File: config.mk
export PLATFORM = sky130hd
export DESIGN_NAME = alu_operand_stage
export DESIGN_NICKNAME = d
export VERILOG_FILES = /design/src/rtl/alu_pkg.sv /design/src/rtl/alu_operand_stage_reg_file.sv /design/src/rtl/alu_operand_stage.sv
export SDC_FILE = /design/constraint.sdc
export NUM_CORES = 2
export LEC_CHECK = 0
export CAP_MARGIN = 0
export CORE_AREA = 3 3 353 355
export DETAILED_ROUTE_END_ITERATION = 16
export DIE_AREA = 0 0 356 358
export PLACE_DENSITY_LB_ADDON = 0.1
export REMOVE_ABC_BUFFERS = 1
export SLEW_MARGIN = 25
export SYNTH_ARGS = -nofsm -noshare
export SYNTH_HDL_FRONTEND = slang
export SYNTH_HIERARCHICAL = 1
export SYNTH_SLANG_ARGS = --single-unit
File: constraint.sdc
create_clock -name clk -period 34 [get_ports clk]
set_clock_uncertainty 0.2 [all_clocks]
set_input_delay 6.8 -clock clk [delete_from_list [all_inputs] [get_ports clk]]
set_output_delay 6.8 -clock clk [all_outputs]
set_load 0.01 [all_outputs]
File: src/rtl/alu_pkg.sv
// Shared definitions for the ALU operand stage: widths, funct encodings,
// the ID/EX payload and immediate sign extension.
package alu_pkg;

    localparam int unsigned NREG = 32;
    localparam int unsigned AW   = 5;
    localparam int unsigned DW   = 32;
    localparam int unsigned IMMW = 16;
    localparam int unsigned FW   = 3;
    localparam int unsigned CNTW = 32;

    // ALU op encodings; 3'b111 is undefined and treated as CERO by the ALU.
    typedef enum logic [FW-1:0] {
        FN_CERO = 3'b000,
        FN_ADD  = 3'b001,
        FN_SUB  = 3'b010,
        FN_AND  = 3'b011,
        FN_OR   = 3'b100,
        FN_NOT  = 3'b101,
        FN_XOR  = 3'b110
    } funct_e;

    // ID/EX pipeline register contents. funct stays raw so 3'b111 passes through.
    typedef struct packed {
        logic            valid;
        logic [FW-1:0]   funct;
        logic [AW-1:0]   rd;
        logic [DW-1:0]   data1;
        logic [DW-1:0]   data2;
    } idex_t;

    function automatic logic [DW-1:0] sign_extend(input logic [IMMW-1:0] imm);
        return {{(DW-IMMW){imm[IMMW-1]}}, imm};
    endfunction

endpackage

File: src/rtl/alu_operand_stage_reg_file.sv
// reg_file_2r1w: 32-entry register file, two operand read ports plus a debug
// read port (all combinational), one synchronous write port, r0 reads zero.
// Ports:
//   clk, rst                 clock, async active-high reset (clears all entries)
//   i_we, i_waddr, i_wdata   write port; writes to r0 are ignored
//   i_raddr1 / o_rdata1      operand read port 1
//   i_raddr2 / o_rdata2      operand read port 2
//   i_dbg_addr / o_dbg_data  debug read port
module reg_file_2r1w
    import alu_pkg::*;
(
    input  logic          clk,
    input  logic          rst,
    input  logic          i_we,
    input  logic [AW-1:0] i_waddr,
    input  logic [DW-1:0] i_wdata,
    input  logic [AW-1:0] i_raddr1,
    output logic [DW-1:0] o_rdata1,
    input  logic [AW-1:0] i_raddr2,
    output logic [DW-1:0] o_rdata2,
    input  logic [AW-1:0] i_dbg_addr,
    output logic [DW-1:0] o_dbg_data
);

    logic [DW-1:0] r_mem [NREG];

    // Storage with async clear; r0 is never written.
    always_ff @(posedge clk or posedge rst) begin
        if (rst) begin
            for (int i = 0; i < int'(NREG); i++) begin
                r_mem[i] <= '0;
            end
        end else if (i_we && (i_waddr != '0)) begin
            r_mem[i_waddr] <= i_wdata;
        end
    end

    // Reads bypass storage for r0 so it is hardwired to zero.
    always_comb begin
        o_rdata1   = (i_raddr1   == '0) ? '0 : r_mem[i_raddr1];
        o_rdata2   = (i_raddr2   == '0) ? '0 : r_mem[i_raddr2];
        o_dbg_data = (i_dbg_addr == '0) ? '0 : r_mem[i_dbg_addr];
    end

endmodule

File: src/rtl/alu_operand_stage.sv
// Operand/issue stage ahead of the ALU. Accepts one decoded instruction per
// cycle, reads operands (with forwarding of the ALU result in EX), loads the
// ID/EX register, writes the ALU result back and counts retired instructions.
// Ports:
//   clk, rst                         clock, async active-high reset
//   in_valid/in_ready                instruction handshake (in_ready = ~hold)
//   in_funct, in_rs1, in_rs2, in_rd  decoded instruction fields
//   in_use_imm, in_imm               immediate select and value
//   hold                             downstream stall, inserts a bubble
//   funct, data1, data2              ID/EX register driving the ALU
//   alu_out, zero                    combinational ALU result and zero flag
//   ex_valid, ex_rd                  EX instruction valid and destination
//   zero_flag, retired               last retired zero flag, retire counter
//   dbg_addr, dbg_data               debug register file read
module alu_operand_stage
    import alu_pkg::*;
(
    input  logic            clk,
    input  logic            rst,
    input  logic            in_valid,
    output logic            in_ready,
    input  logic [FW-1:0]   in_funct,
    input  logic [AW-1:0]   in_rs1,
    input  logic [AW-1:0]   in_rs2,
    input  logic [AW-1:0]   in_rd,
    input  logic            in_use_imm,
    input  logic [IMMW-1:0] in_imm,
    input  logic            hold,
    output logic [FW-1:0]   funct,
    output logic [DW-1:0]   data1,
    output logic [DW-1:0]   data2,
    input  logic [DW-1:0]   alu_out,
    input  logic            zero,
    output logic            ex_valid,
    output logic [AW-1:0]   ex_rd,
    output logic            zero_flag,
    output logic [CNTW-1:0] retired,
    input  logic [AW-1:0]   dbg_addr,
    output logic [DW-1:0]   dbg_data
);

    idex_t           r_ex;
    idex_t           w_ex_next;
    logic            r_zero_flag;
    logic [CNTW-1:0] r_retired;

    logic            w_accept;
    logic            w_wb_en;
    logic [DW-1:0]   w_rf_rd1;
    logic [DW-1:0]   w_rf_rd2;
    logic [DW-1:0]   w_op1;
    logic [DW-1:0]   w_op2;

    reg_file_2r1w u_rf (
        .clk        (clk),
        .rst        (rst),
        .i_we       (w_wb_en),
        .i_waddr    (r_ex.rd),
        .i_wdata    (alu_out),
        .i_raddr1   (in_rs1),
        .o_rdata1   (w_rf_rd1),
        .i_raddr2   (in_rs2),
        .o_rdata2   (w_rf_rd2),
        .i_dbg_addr (dbg_addr),
        .o_dbg_data (dbg_data)
    );

    assign in_ready = ~hold;
    assign w_accept = in_valid & ~hold;
    assign w_wb_en  = r_ex.valid & (r_ex.rd != '0);

    // Operand select: r0 is zero, then the in-flight EX result, then the file.
    always_comb begin
        w_op1 = w_rf_rd1;
        if (in_rs1 == '0) begin
            w_op1 = '0;
        end else if (r_ex.valid && (r_ex.rd == in_rs1)) begin
            w_op1 = alu_out;
        end

        w_op2 = w_rf_rd2;
        if (in_use_imm) begin
            w_op2 = sign_extend(in_imm);
        end else if (in_rs2 == '0) begin
            w_op2 = '0;
        end else if (r_ex.valid && (r_ex.rd == in_rs2)) begin
            w_op2 = alu_out;
        end
    end

    // Next ID/EX content: the accepted instruction or an all-zero bubble.
    always_comb begin
        w_ex_next = '0;
        if (w_accept) begin
            w_ex_next.valid = 1'b1;
            w_ex_next.funct = in_funct;
            w_ex_next.rd    = in_rd;
            w_ex_next.data1 = w_op1;
            w_ex_next.data2 = w_op2;
        end
    end

    // ID/EX register and retire bookkeeping.
    always_ff @(posedge clk or posedge rst) begin
        if (rst) begin
            r_ex        <= '0;
            r_zero_flag <= 1'b0;
            r_retired   <= '0;
        end else begin
            r_ex <= w_ex_next;
            if (r_ex.valid) begin
                r_zero_flag <= zero;
                r_retired   <= r_retired + CNTW'(1);
            end
        end
    end

    assign funct     = r_ex.funct;
    assign data1     = r_ex.data1;
    assign data2     = r_ex.data2;
    assign ex_valid  = r_ex.valid;
    assign ex_rd     = r_ex.rd;
    assign zero_flag = r_zero_flag;
    assign retired   = r_retired;

endmodule

Word level (Yosys, flattened, before mapping)
Cells that the tools add are included.
Storage, ports and cells
  register bits after elaboration: 1130
  latch bits: 0
  bits in writable memories: 0
  bits in read-only memories: 0
  bits of input ports: 77
  output and inout bits: 139
  memories: 0
Operators by class
  add/subtract/negate cells: 1
  multipliers: 0
  div/mod/pow operators: 0
  order comparisons: 5
  equality and inequality tests: 2
  shift operators: 0
  muxes and demuxes: 19
  bitwise operators: 7
  reduce and logical (&&, ||, !) cells: 8
Operators with widths (count)
  $bwmux W1024: 1
  $bmux W32 S5: 3
  $mux W32: 13
  $demux W32 S5: 1
  $mux W73: 1
  $add A32 B1 Y32 const B: 1
  $ge A6 B6 Y1 const B: 4
  $not A5 Y6: 4
  $logic_not A5 Y1: 3
  $eq A5 B5 Y1: 2
  $lt A6 B1 Y1 const B: 1
  $reduce_bool A5 Y1: 1
  $logic_and A1 B1 Y1: 4
  $and A1 B1 Y1: 2
  $not A1 Y1: 1

Logic depth before layout (Yosys ltp)
  depth after elaboration: 8
  gate-level depth with buffers: 12

By module
The synthesis kept the hierarchy.
By module, submodules not included
  reg_file_2r1w: instances 1, cells each 4395, area an instance 62950.4 um^2, sequential area each 25624.6 um^2
  alu_operand_stage: instances 1, cells each 483, area an instance 5066.1 um^2, sequential area each 2652.5 um^2

Least setup slack after synthesis
No wires, ideal clock.
  path type: input port to output port
  start: in dbg_addr[1]
  end: out dbg_data[0]
  arrival time: 8.415 ns
  required time: 27.000 ns
  slack: 18.585 ns
  stages: 8
  cell sequence: buf_2 -> buf_4 -> nand2_1 -> clkbuf_1 -> o22ai_1 -> a221o_1 -> a22o_1 -> nor4_1
Between the ends
  cells in the longest elaborated chain, start to end: 5
  elaborated cells between the ends (all ways): 6
  those cells by class: mux: 4; bitwise: 1; reduce/logical: 1
RTL lines
  from (decl): RTL line alu_operand_stage.sv:38  | input logic [AW-1:0] dbg_addr,
  $not A5 Y6 (implied by the code): RTL line alu_operand_stage_reg_file.sv:42  | o_dbg_data = (i_dbg_addr == '0) ? '0 : r_mem[i_dbg_addr];
  $bmux W32 S5: RTL line alu_operand_stage_reg_file.sv:42
  $mux W32 (implied by the code) (2 in series): RTL line alu_operand_stage_reg_file.sv:42
  $mux W32 *: RTL line alu_operand_stage_reg_file.sv:42
  to (decl): RTL line alu_operand_stage.sv:39  | output logic [DW-1:0] dbg_data
Mark *: on every way between the ends. The rest lies on a longest branch, timed or not. The select of a mux whose other input is x is not followed.

Worst setup path in the final report
  start: in dbg_addr[2]
  end: out dbg_data[26]
Same word-level chain as after synthesis.

==> results.txt <==
sequential share of the synthesized area: 41.57%
first-pass GRT wire length: 349200 um
setup TNS: 0 ns
FF+latch area: 28280 um2
number of global-route vias before repair: 48.23k
Peak VDD IR: 0.06053 mV
crit path capture type: output pin
Crit path max-delay family: buffers and inverters
most frequent CP cell: buf_4
Starting DRT DRC Count: 5840
P_sw: 0.0009481 W
worst-margin pin slew: 1.186 ns
CP peak stage delay: 0.83 ns
Cells after Synth: 4878
CTS Root Cell: clkbuf_16
worst rel slew slack: 20.71%
outcome: complete, no violations
final hold vios: 0
Slew Viols, Final: 0
final net count: 4872
DRC viols: 0
Clock Tree Buf Depth: 3
Via-to-Cell Ratio: 7.505
pin count of the biggest net entering global routing: 173
Resized cells post-CTS: 0
Final HPWL DP: 137700 um
routed via count: 48.91k
area growth from synthesis to final layout: 10.37%
Filler cells: 9371
Warnings, synthesis: 6
critical-path maximum fanout: 76
RSZ-0062 raised after global routing: false
Sinks on Clock Net: 1130
clock share of power: 40.8%
Max Fclk: 53.00 MHz
DRT Wirelength: 242500 um
fin worst setup slack: 15.13 ns
Int Pwr: 0.002517 W
Sw Share: 27.36%
MaxCap Viol Count: 0
Ports: 216
Hold Path Class: register to register
CTS buffer count: 131
area of the multi-input gates: 37270 um2
grt ovf: 0
Post-CTS Setup Inserts: 0
dpl ws: 15.28 ns
Initial Utilization: 55.88%
Placeable Area: 121700 um2
Yosys reg bits: 1130
DRT antenna net count: 0
syn avg cell area: 13.94 um2
H-Tree Level Count: 4
RD Place Congestion: 0.8793
Seq pwr share: 43.6%
Worst EP required: 27.00 ns
Power Density: 46.16 nW/um2
final core occ: 61.68%
Period Utilization, post-route: 55.50%
GRT Total Usage: 38.03%
Cell variety after synth: 64
Post-CTS Hold Fix Bufs: 0
Post-synth ARST share: 100.0%
worst path buffer plus inverter count: 6
die height: 358 um
minimum clock period: 18.87 ns
Die W: 356 um
FP Rows: 128
initial antenna violation count: 9
most used flip-flop cell after synthesis: dfrtp_1
Leak Pwr: 31.83 nW
Setup Viol. Count Final: 0
average wire per standard cell: 37.21 um
Die ar.: 127400 um2
Pre-antenna DRT Iters: 7
Power Total: 0.003465 W
critical path class: input pin to output pin
critical-path cell list: buf_8 > buf_4 > buf_4 > buf_4 > nor2_4 > buf_4 > nor4_1 > clkdlybuf4s50_1
crit path launch type: input pin
Worst-Skew Late Latency: 0.77 ns
port bufs: 215
Max stage delay cell, worst path: buf_4
Clock transition at path regs: 0.06 ns
area of the mapped netlist: 68020 um2
number of synthesized flops with an enable pin: 0
Comb power frac: 15.6%
crit path DAT: 11.87 ns
share of layout cells above drive strength 1: 41.76%
CTS tree: done
[path summary, 6_finish.rpt]
kind / start / slack, ns / endpoint / cells after the start
setup / recovery: dbg_addr[2] / 15.13 / dbg_data[26] / 8
hold / removal: u_rf/r_mem[1014]$_DFFE_PP0P_ / 0.22 / u_rf/r_mem[1014]$_DFFE_PP0P_ / 0
setup reg to reg: ex_rd[1]$_DFF_PP0_ / 29.98 / u_rf/r_mem[137]$_DFFE_PP0P_ / 6
hold reg to reg: u_rf/r_mem[1014]$_DFFE_PP0P_ / 0.22 / u_rf/r_mem[1014]$_DFFE_PP0P_ / 0
max in group asynchronous: rst / 23.11 / u_rf/r_mem[340]$_DFFE_PP0P_ / 6
min in group asynchronous: rst / 6.41 / data1[22]$_DFF_PP0_ / 2
[cells in the mapped netlist, types with 73 or more instances]
master / n / area share [%]
buf_2: 132 / 0.97
a22o_1: 73 / 0.94
a211oi_1: 130 / 1.4
mux4_2: 598 / 20
nor2b_1: 138 / 1.3
mux2_1: 123 / 2.0
dfrtp_1: 1130 / 42
mux2i_1: 353 / 5.2
a21oi_1: 78 / 0.57
clkbuf_1: 299 / 1.7
mux2_2: 968 / 16
nand2_1: 87 / 0.48
[kinds of logic (layout without fill, tap and decap cells)]
family | count (synthesis) | after routing | share of synthesized area (%)
and+or+nand+nor | 493 | 493 | 4.093
AOI/OAI and AO/OA | 594 | 594 | 6.621
adders and majority gates | 1 | 1 | 0.01839
DFF | 1130 | 1130 | 41.57
xor gates and xnor gates | 41 | 41 | 0.5280
other | 0 | 2 | 0
muxes | 2042 | 2042 | 43.06
buffers and inverters | 577 | 589 | 4.108
[routing by layer]
layer / part of all wire (%) / GRT usage [%] / vias up
met2: 45 / 56.52 / 3282
met3: 11 / 10.80 / 785
met1: 39 / 51.67 / 25816
met5: 0.061 / 0.6792 / -
met4: 5.5 / 18.58 / 6
li1: - / - / 19021
[area by class of cell]
| cell class | count | area share (%) |
|---|---|---|
| multi-input combinational | 3171 | 49.65 |
| sequential | 1130 | 37.67 |
| clock buffer | 200 | 5.325 |
| timing repair buffer | 353 | 4.273 |
| tap | 1625 | 2.708 |
| clock inverter | 29 | 0.3150 |
| inverter | 7 | 0.05167 |
| antenna | 2 | 0.006667 |
[stage by stage]
step | hold slack [ns] | cell area, um2 | instances
finish | 0.2241 | 75070 | 6517
global route | 0.2401 | 75060 | 6515
CTS | 0.2198 | 75080 | 6514
detailed placement | 0.2070 | 70850 | 6285
global placement | 0.2047 | 70870 | 6284
floorplan | 0.1812 | 65250 | 4308
[placed cells by master, fill, tap and decap left out, types with 24 or more instances in the layout]
| cell type | instances |
|---|---|
| clkdlybuf4s50_1 | 180 |
| a21oi_1 | 78 |
| a22o_1 | 73 |
| clkbuf_1 | 32 |
| mux2i_1 | 353 |
| o21ai_0 | 33 |
| mux2_1 | 123 |
| a221o_1 | 32 |
| nand2_1 | 67 |
| nand4_1 | 47 |
| nor3_1 | 25 |
| mux2_2 | 968 |
| nand3_1 | 50 |
| a211oi_1 | 130 |
| buf_2 | 24 |
| o211ai_2 | 30 |
| buf_4 | 131 |
| mux4_2 | 598 |
| clkbuf_8 | 31 |
| o221ai_1 | 28 |
| dfrtp_1 | 1130 |
| nor4_1 | 65 |
| a22oi_1 | 70 |
| xnor2_1 | 34 |
| nor2b_1 | 133 |
| clkbuf_16 | 139 |
| o22ai_1 | 66 |
[worst reg2reg max path: stages, from the launching register on]
cell	delay, ns
dfrtp_1	0.69
or4_1	0.22
o21a_1	0.26
nand3_1	0.40
nor2_4	0.95
buf_4	0.74
mux2_2	0.44
[power groups by stage]
stage / Combinational (W) / Sequential, W / Clock, W
2_1_floorplan: 0.000311 / 0.00151 / 0
3_3_place_gp: 0.000526 / 0.00152 / 0
3_5_place_dp: 0.000533 / 0.00153 / 0
4_1_cts: 0.000535 / 0.00150 / 0.00143
5_1_grt: 0.000570 / 0.00152 / 0.00149
6_report: 0.000541 / 0.00151 / 0.00141
[state kept, by name, indices dropped and copies added (netlist names)]
signal	flops
u_rf/r_mem	1024
data1	32
data2	32
retired	32
ex_rd	5
funct	3
ex_valid	1
zero_flag	1
No activity file was read; power rests on OpenSTA's default activity.
